**src/rtl/regfile_pkg.sv**
```systemverilog
// Shared constants and FSM state type for the register-file write controller.
package regfile_pkg;

    localparam int unsigned AW    = 4;
    localparam int unsigned DW    = 8;
    localparam int unsigned NREGS = 2 ** AW;

    typedef enum logic {
        StClear = 1'b0,
        StRun   = 1'b1
    } state_e;

endpackage

```
**src/rtl/cmd_fifo.sv**
```systemverilog
// Synchronous command FIFO with registered pointers and an occupancy count.
module cmd_fifo #(
    parameter int unsigned WIDTH = 12,
    parameter int unsigned DEPTH = 4
) (
    input  logic                     clk,
    input  logic                     rst,
    input  logic                     push,
    input  logic                     pop,
    input  logic [WIDTH-1:0]         wr_data,
    output logic [WIDTH-1:0]         rd_data,
    output logic                     full,
    output logic                     empty,
    output logic [$clog2(DEPTH):0]   level
);

    localparam int unsigned PW = $clog2(DEPTH);
    localparam int unsigned LW = PW + 1;

    logic [WIDTH-1:0] mem_q [DEPTH];
    logic [PW-1:0]    wr_ptr_q, wr_ptr_d;
    logic [PW-1:0]    rd_ptr_q, rd_ptr_d;
    logic [LW-1:0]    level_q, level_d;
    logic             do_push, do_pop;

    assign full    = (level_q == LW'(DEPTH));
    assign empty   = (level_q == '0);
    assign level   = level_q;
    assign rd_data = mem_q[rd_ptr_q];

    // A full FIFO refuses a push even when a pop frees a slot on the same edge.
    assign do_push = push && !full;
    assign do_pop  = pop && !empty;

    // Pointer and occupancy next-state; pointers wrap naturally at DEPTH (power of two).
    always_comb begin
        wr_ptr_d = wr_ptr_q;
        rd_ptr_d = rd_ptr_q;
        level_d  = level_q;
        if (do_push) wr_ptr_d = wr_ptr_q + PW'(1);
        if (do_pop)  rd_ptr_d = rd_ptr_q + PW'(1);
        unique case ({do_push, do_pop})
            2'b10:   level_d = level_q + LW'(1);
            2'b01:   level_d = level_q - LW'(1);
            default: level_d = level_q;
        endcase
    end

    // Pointer/level state with synchronous reset.
    always_ff @(posedge clk) begin
        if (rst) begin
            wr_ptr_q <= '0;
            rd_ptr_q <= '0;
            level_q  <= '0;
        end else begin
            wr_ptr_q <= wr_ptr_d;
            rd_ptr_q <= rd_ptr_d;
            level_q  <= level_d;
        end
    end

    // Storage; contents need no reset since occupancy gates every read.
    always_ff @(posedge clk) begin
        if (!rst && do_push) mem_q[wr_ptr_q] <= wr_data;
    end

endmodule

```
**src/rtl/regfile_wr_ctrl.sv**
```systemverilog
// Register-file write controller: clear sweep after reset or on request, then
// drains queued write commands one per cycle.
module regfile_wr_ctrl
    import regfile_pkg::*;
#(
    parameter int unsigned AW      = regfile_pkg::AW,
    parameter int unsigned DW      = regfile_pkg::DW,
    parameter int unsigned DEPTH   = 4,
    parameter logic [DW-1:0] CLR_VAL = '0
) (
    input  logic                   clk,
    input  logic                   rst,
    input  logic                   cmd_valid,
    input  logic [AW-1:0]          cmd_addr,
    input  logic [DW-1:0]          cmd_data,
    output logic                   cmd_ready,
    input  logic                   clear_req,
    output logic                   writeenable,
    output logic [AW-1:0]          wadd,
    output logic [DW-1:0]          wdata,
    output logic                   busy,
    output logic [$clog2(DEPTH):0] level
);

    localparam logic [AW-1:0] LastAddr = {AW{1'b1}};

    state_e          state_q, state_d;
    logic [AW-1:0]   cnt_q, cnt_d;
    logic            we_q, we_d;
    logic [AW-1:0]   wadd_q, wadd_d;
    logic [DW-1:0]   wdata_q, wdata_d;

    logic            fifo_full, fifo_empty, fifo_pop;
    logic [AW+DW-1:0] fifo_rd;

    cmd_fifo #(
        .WIDTH (AW + DW),
        .DEPTH (DEPTH)
    ) u_cmd_fifo (
        .clk     (clk),
        .rst     (rst),
        .push    (cmd_valid),
        .pop     (fifo_pop),
        .wr_data ({cmd_addr, cmd_data}),
        .rd_data (fifo_rd),
        .full    (fifo_full),
        .empty   (fifo_empty),
        .level   (level)
    );

    assign cmd_ready   = !fifo_full && !rst;
    assign busy        = (state_q == StClear);
    assign writeenable = we_q;
    assign wadd        = wadd_q;
    assign wdata       = wdata_q;

    // A clear request in RUN takes priority over draining: no pop on that edge.
    assign fifo_pop = (state_q == StRun) && !clear_req && !fifo_empty;

    // Next-state and registered-output decode.
    always_comb begin
        state_d = state_q;
        cnt_d   = cnt_q;
        we_d    = 1'b0;
        wadd_d  = wadd_q;
        wdata_d = wdata_q;
        unique case (state_q)
            StClear: begin
                we_d    = 1'b1;
                wadd_d  = cnt_q;
                wdata_d = CLR_VAL;
                cnt_d   = cnt_q + AW'(1);
                if (cnt_q == LastAddr) state_d = StRun;
            end
            StRun: begin
                if (clear_req) begin
                    state_d = StClear;
                    cnt_d   = '0;
                end else if (!fifo_empty) begin
                    we_d    = 1'b1;
                    wadd_d  = fifo_rd[AW+DW-1:DW];
                    wdata_d = fifo_rd[DW-1:0];
                end
            end
            default: state_d = StClear;
        endcase
    end

    // FSM state, sweep counter and registered write port.
    always_ff @(posedge clk) begin
        if (rst) begin
            state_q <= StClear;
            cnt_q   <= '0;
            we_q    <= 1'b0;
            wadd_q  <= '0;
            wdata_q <= '0;
        end else begin
            state_q <= state_d;
            cnt_q   <= cnt_d;
            we_q    <= we_d;
            wadd_q  <= wadd_d;
            wdata_q <= wdata_d;
        end
    end

endmodule

```
**config.mk**
```make
export PLATFORM = sky130hd
export DESIGN_NAME = regfile_wr_ctrl
export DESIGN_NICKNAME = d
export VERILOG_FILES = /design/src/rtl/regfile_pkg.sv /design/src/rtl/cmd_fifo.sv /design/src/rtl/regfile_wr_ctrl.sv
export SDC_FILE = /design/constraint.sdc
export NUM_CORES = 1
export LEC_CHECK = 0
export ABC_AREA = 0
export CAP_MARGIN = 20
export CORE_MARGIN = 5
export CORE_UTILIZATION = 44
export CTS_BUF_LIST = sky130_fd_sc_hd__clkbuf_16
export DETAILED_ROUTE_END_ITERATION = 7
export PLACE_DENSITY = 0.69
export SYNTH_ARGS = -nofsm -noshare
export SYNTH_HDL_FRONTEND = slang
export SYNTH_SLANG_ARGS = --single-unit
export TNS_END_PERCENT = 1
```
**constraint.sdc**
```tcl
create_clock -name clk -period 3.4 [get_ports clk]
set_input_delay 1.02 -clock clk [delete_from_list [all_inputs] [get_ports clk]]
set_output_delay 1.02 -clock clk [all_outputs]
set_load 0.005 [all_outputs]
```
# After elaboration in Yosys (flattened, before gate mapping)
# Memory sizes are Yosys's and may differ from the RTL's. A register that Yosys moved wholly into a read port is not among the register bits.
# Cells that the tools add are included.
totals:
  register_bits: 25
  ramBits: 48
  inputBits: 16
  output_inout_bits: 18
  elab_cells: 54
  n_memories: 1
mem_list:
  columns: ["memory", "words", "word_bits", "read_ports", "rd_clocked_by_memory_dff", "write_ports", "line_no", "rtl"]
  rows:
  - ["u_cmd_fifo.mem_q", 4, 12, 1, 1, 1, "cmd_fifo.sv:20", "logic [WIDTH-1:0] mem_q [DEPTH];"]
op_classes:
  n_addsub: 5
  eq_ne: 7
  n_mux: 19
  bitwise_logic: 1
  reduce_logical: 13
ops:
  columns: ["cell", "count"]
  rows:
  - ["8-bit two-way mux", 2]
  - ["4-bit one-hot mux with 2 select lines", 2]
  - ["8-bit one-hot mux with 2 select lines", 1]
  - ["4-bit two-way mux", 3]
  - ["1-bit logical AND", 6]
  - ["1-bit two-way mux", 6]
  - ["2-bit inequality test (second input constant)", 3]
  - ["3-bit one-hot mux with 2 select lines", 1]
  - ["2-bit by 1-bit adder with 2-bit output (second input constant)", 2]
  - ["4-bit by 1-bit adder with 4-bit output (second input constant)", 1]
  - ["4-bit == test (second input constant)", 1]
  - ["1-bit logical NOT", 4]
  - ["2-bit two-way mux", 2]
  - ["1-bit one-hot mux with 2 select lines", 2]
  - ["3-bit by 1-bit adder with 3-bit output (second input constant)", 1]
  - ["3-bit == test (second input constant)", 1]
  - ["3-bit logical NOT", 1]
  - ["3-bit by 1-bit subtractor with 3-bit output (second input constant)", 1]
  - ["2-bit by 1-bit == test with 1-bit output (second input constant)", 1]
  - ["2-bit == test (second input constant)", 1]
  - ["2-bit AND reduction", 1]
  - ["2-bit nonzero test", 1]
  - ["1-bit inverter", 1]

# Longest topological paths before layout
depth:
  word_depth: 6
  mapped_depth: 10

# Cells and area by module
# A second synthesis with hierarchy kept.
unflattened:
  hier_cells: 205
  area_unflattened_um2: 3022.9
modules_own_cells:
  columns: ["module", "instances", "cells_each", "area_per_inst_um2", "seq_area_each_um2"]
  rows:
  - ["cmd_fifo", 1, 116, 2257.2, 1621.6]
  - ["regfile_wr_ctrl", 1, 89, 765.7, 360.3]

# Worst setup path after synthesis
# Ideal clock, no wire load.
synth_path:
  path_type: "input-to-output"
  startpoint: "in rst"
  endpoint: "out cmd_ready"
  arrival_ps: 1842
  required_time_ps: 2380
  slack_ps: 538
  stages: 4
  n_path_buf: 3
  path_cell_list: "clkbuf_2 -> buf_1 -> buf_1 -> nor2_1"
synth_between:
  elab_chain_cells: 2
synth_rtl:
  columns: ["element", "line_no", "rtl"]
  rows:
  - ["start: declaration", "regfile_wr_ctrl.sv:12", "input logic rst,"]
  - ["1-bit logical NOT", "regfile_wr_ctrl.sv:51", "assign cmd_ready = !fifo_full && !rst;"]
  - ["1-bit logical AND", "regfile_wr_ctrl.sv:51", null]
  - ["end: declaration", "regfile_wr_ctrl.sv:16", "output logic cmd_ready,"]
# Every way passes these cells.

# Final worst setup path
# Ends and elaborated chain as after synthesis.

==> impl_results.html <==
<table>
<tr><th>Metric</th><th>Value</th></tr>
<tr><th colspan="2">Worst hold path</th></tr>
<tr><td>End point of the worst hold path</td><td>wadd[0]</td></tr>
<tr><td>Min-delay worst type</td><td>reg -&gt; reg</td></tr>
<tr><td>Hold path cells</td><td>2</td></tr>
<tr><td>Startpoint of the most critical hold path</td><td>wadd[0]</td></tr>
<tr><th colspan="2">Worst setup path</th></tr>
<tr><td>Worst setup startpoint</td><td>rst</td></tr>
<tr><td>Arrival time at the worst endpoint</td><td>2100 ps</td></tr>
<tr><td>Worst reg2reg path depth</td><td>8</td></tr>
<tr><td>Biggest fanout along the worst timing path</td><td>2</td></tr>
<tr><td>Critical Path Source Type</td><td>input pin</td></tr>
<tr><td>Critical R2R Launch</td><td>u_cmd_fifo.level[2]</td></tr>
<tr><td>Worst Setup End Kind</td><td>output port</td></tr>
<tr><td>Worst setup path category</td><td>in -&gt; out</td></tr>
<tr><td>Register-to-Register Setup Slack</td><td>1080 ps</td></tr>
<tr><td>Data required time at the worst endpoint</td><td>2380 ps</td></tr>
<tr><td>Worst flop-to-flop path endpoint</td><td>u_cmd_fifo.level[2]</td></tr>
<tr><th colspan="2">CTS</th></tr>
<tr><td>Resized Gates After CTS</td><td>0</td></tr>
<tr><td>Clock sink total</td><td>75</td></tr>
<tr><td>Depth of the CTS H-tree</td><td>3</td></tr>
<tr><td>Library cell used as clock root buffer</td><td>sky130_fd_sc_hd__clkbuf_16</td></tr>
<tr><td>Total of hold buffers inserted after clock tree synthesis</td><td>0</td></tr>
<tr><td>Clock Tree Buf Depth</td><td>2</td></tr>
<tr><td>Clock tree from TritonCTS</td><td>built</td></tr>
<tr><td>Post-CTS Setup Inserts</td><td>0</td></tr>
<tr><td>Clock slew at the register clock pins of the worst setup and hold paths</td><td>50 ps</td></tr>
<tr><td>Source-to-sink clock delay at the later pin of the worst-skew pair</td><td>330 ps</td></tr>
<tr><td>Number of CTS-inserted buffers</td><td>9</td></tr>
<tr><th colspan="2">Synthesis</th></tr>
<tr><td>Number of distinct library cell variants in the gate-level netlist after synthesis</td><td>39</td></tr>
<tr><td>Post-synthesis average cell area</td><td>15.92 um2</td></tr>
<tr><td>Post-Syn Instances</td><td>187</td></tr>
<tr><td>Most used DFF post-synth</td><td>sky130_fd_sc_hd__edfxtp_1</td></tr>
<tr><td>Fraction of synthesis flops using an asynchronous set or reset pin</td><td>0</td></tr>
<tr><td>Summed instance area of the synthesized netlist</td><td>2977 um2</td></tr>
<tr><td>Number of register bits inferred by synthesis</td><td>75</td></tr>
<tr><td>Number of synthesized flops with an enable pin</td><td>48</td></tr>
<tr><td>Post-synthesis net count</td><td>210</td></tr>
<tr><td>Synth warnings</td><td>0</td></tr>
<tr><td>Share of synthesized area occupied by flip-flops and latches</td><td>0.6658</td></tr>
<tr><th colspan="2">Power and ir drop</th></tr>
<tr><td>Maximum vdd ir drop</td><td>0.3102 mV</td></tr>
<tr><td>P per Cell Area</td><td>583.0 nW/um2</td></tr>
<tr><td>Post-layout total power</td><td>2.184 mW</td></tr>
<tr><td>Static leakage</td><td>1.318 nW</td></tr>
<tr><th colspan="2">Timing</th></tr>
<tr><td>Unrepaired setup endpoints after global routing</td><td>false</td></tr>
<tr><td>Total Negative Setup Slacks</td><td>0 ps</td></tr>
<tr><td>Max-slew violation count</td><td>0</td></tr>
<tr><td>Worst Tran Pin Value</td><td>972.1 ps</td></tr>
<tr><td>Final critical-path setup slack</td><td>281.2 ps</td></tr>
<tr><td>Setup Skew</td><td>6.483 ps</td></tr>
<tr><td>Minimum clock period after layout</td><td>3119 ps</td></tr>
<tr><td>Endpoints failing hold</td><td>0</td></tr>
<tr><td>Min Hold Slack</td><td>475.9 ps</td></tr>
<tr><td>Maximum operating frequency</td><td>0.3206 GHz</td></tr>
<tr><td>Normalized max-slew margin</td><td>0.3469</td></tr>
<tr><td>Period utilization</td><td>0.9173</td></tr>
<tr><td>Number of endpoints failing setup at the final stage</td><td>0</td></tr>
<tr><th colspan="2">Place</th></tr>
<tr><td>Number of cells in the design after placement</td><td>299</td></tr>
<tr><td>Routability-driven placement congestion ratio</td><td>0.7477</td></tr>
<tr><td>Half-perimeter wire length of the detailed placement result</td><td>3528 um</td></tr>
<tr><td>DP Worst Slack</td><td>266.6 ps</td></tr>
<tr><td>Number of input and output port buffers inserted</td><td>33</td></tr>
<tr><td>Post-Place Cell Area</td><td>3405 um2</td></tr>
<tr><th colspan="2">Final layout</th></tr>
<tr><td>Util after Layout</td><td>0.5607</td></tr>
<tr><td>Area growth, synth to finish</td><td>25.85%</td></tr>
<tr><td>Final cell count without fillers</td><td>315</td></tr>
<tr><td>Commonest non-fill, non-tap cell in the layout</td><td>sky130_fd_sc_hd__edfxtp_1</td></tr>
<tr><td># nets final</td><td>253</td></tr>
<tr><td>Highest-count cells in the layout ignoring fill and taps</td><td>48 x sky130_fd_sc_hd__edfxtp_1, 33 x sky130_fd_sc_hd__clkdlybuf4s50_1, 27 x sky130_fd_sc_hd__dfxtp_1</td></tr>
<tr><td>Ratio of cells with drive above 1 in the final layout</td><td>0.1447</td></tr>
<tr><td>Diodes inserted</td><td>0</td></tr>
<tr><td>Area of all placed cells without fillers</td><td>3746 um2</td></tr>
<tr><th colspan="2">Global routing</th></tr>
<tr><td>Global-route wire length before repair</td><td>8728 um</td></tr>
<tr><td>Initial antenna violation count</td><td>0</td></tr>
<tr><td>Global Route Usage Sum</td><td>0.1372</td></tr>
<tr><td>Via count of the first global-routing pass</td><td>1711</td></tr>
<tr><td>Overall overflow remaining after global route</td><td>0</td></tr>
<tr><td>Maximum number of pins on one net before global-route repair</td><td>24</td></tr>
<tr><th colspan="2">Routing</th></tr>
<tr><td>Met2 wire length</td><td>2648 um</td></tr>
<tr><td>Drt initial violations</td><td>110</td></tr>
<tr><td>Total number of vias</td><td>1691</td></tr>
<tr><td>WL per Instance</td><td>16.64 um</td></tr>
<tr><td>Met3 wire length</td><td>178 um</td></tr>
<tr><td>Number of search-and-repair iterations in the first detailed-routing pass</td><td>4</td></tr>
<tr><td>Vias per std cell</td><td>5.368</td></tr>
<tr><td>Detailed-route wire length</td><td>5243 um</td></tr>
<tr><td>Remaining DRCs</td><td>0</td></tr>
<tr><td>Met1 Routed Length</td><td>2334 um</td></tr>
<tr><td>Residual antenna-violating net count after detailed routing</td><td>0</td></tr>
<tr><td>Highest metal layer with signal wires</td><td>met4</td></tr>
<tr><th colspan="2">Flow run</th></tr>
<tr><td># Max-Cap Violations</td><td>0</td></tr>
<tr><th colspan="2">Status</th></tr>
<tr><td>Result of the run</td><td>finished clean</td></tr>
<tr><th colspan="2">Floorplanning</th></tr>
<tr><td>Ports</td><td>34</td></tr>
<tr><td>Full die area</td><td>8510 um2</td></tr>
<tr><td>Horiz. Die Dim</td><td>92.25 um</td></tr>
<tr><td>Standard-cell rows</td><td>30</td></tr>
<tr><td>Floorplan die height</td><td>92.25 um</td></tr>
<tr><td>Initial standard-cell utilization of the core</td><td>0.4455</td></tr>
<tr><td>Core Area</td><td>6681 um2</td></tr>
</table>
[logic make-up (layout without fill, tap and decap cells)]
logic type	count (synthesis)	after routing	synth area share
mux	12	12	0.1059
fa+ha+maj	7	7	0.03195
flops	75	75	0.6658
compound gates	34	34	0.08912
simple gates	40	40	0.07272
xor+xnor	2	2	0.005886
buf+inv	17	65	0.02858
[report_power, final]
group	switching (mW)	internal [mW]	total (mW)	leakage (nW)
clock	0.360	0.717	1.08	0.172
sequential	0.0147	0.992	1.01	0.656
combinational	0.0498	0.0502	0.100	0.490
total	0.424	1.76	2.18	1.32
[cell usage after synthesis (all sizes together) (4+ instances only)]
cell type / instances / share of area
a21oi: 10 / 0.017
a22o: 8 / 0.026
and2: 4 / 0.0084
buf: 6 / 0.014
dfxtp: 27 / 0.18
edfxtp: 48 / 0.48
ha: 6 / 0.025
inv: 9 / 0.011
mux4: 12 / 0.11
nand2: 5 / 0.0063
nand3: 5 / 0.0084
nor2: 11 / 0.014
nor3: 5 / 0.010
o21ai: 5 / 0.0084
[how the worst max path moves through the flow]
stage                                     end  cells past startpoint
after floorplan                     cmd_ready                      4
after global placement              cmd_ready                      3
after detailed placement  u_cmd_fifo.level[2]                      9
after CTS                           cmd_ready                      3
after global routing                cmd_ready                      3
final                               cmd_ready                      3
[worst max-delay path, cell delays in order]
cell                              delay, ps
sky130_fd_sc_hd__clkdlybuf4s50_1        450
sky130_fd_sc_hd__nor2_1                 120
sky130_fd_sc_hd__clkdlybuf4s50_1        500
[flip-flops by register name, indices dropped and copies added (netlist names), named ones only]
| register | flops |
|---|---|
| cnt_q | 4 |
| state_q | 1 |
| u_cmd_fifo.level | 3 |
| u_cmd_fifo.mem_q | 48 |
| u_cmd_fifo.rd_ptr_q | 2 |
| u_cmd_fifo.wr_ptr_q | 2 |
| wadd | 4 |
| wdata | 8 |
| writeenable | 1 |
[metal layers]
metal / GRT usage / vias to the layer above
met5: 0 / -
met2: 0.2202 / 29
li1: - / 818
met3: 0.03856 / 7
met1: 0.1721 / 837
met4: 0.06312 / 0
[area by class of cell]
class	instances	area [um2]
repair buffers	39	375.4
well taps	80	100.1
inverters	10	37.54
clock buffers	9	225.2
fillers	545	2935
multi-input cells	95	909.6
clock inverters	7	116.4
flip-flops and latches	75	1982
Note: power is estimated with default switching activity, not from simulation.
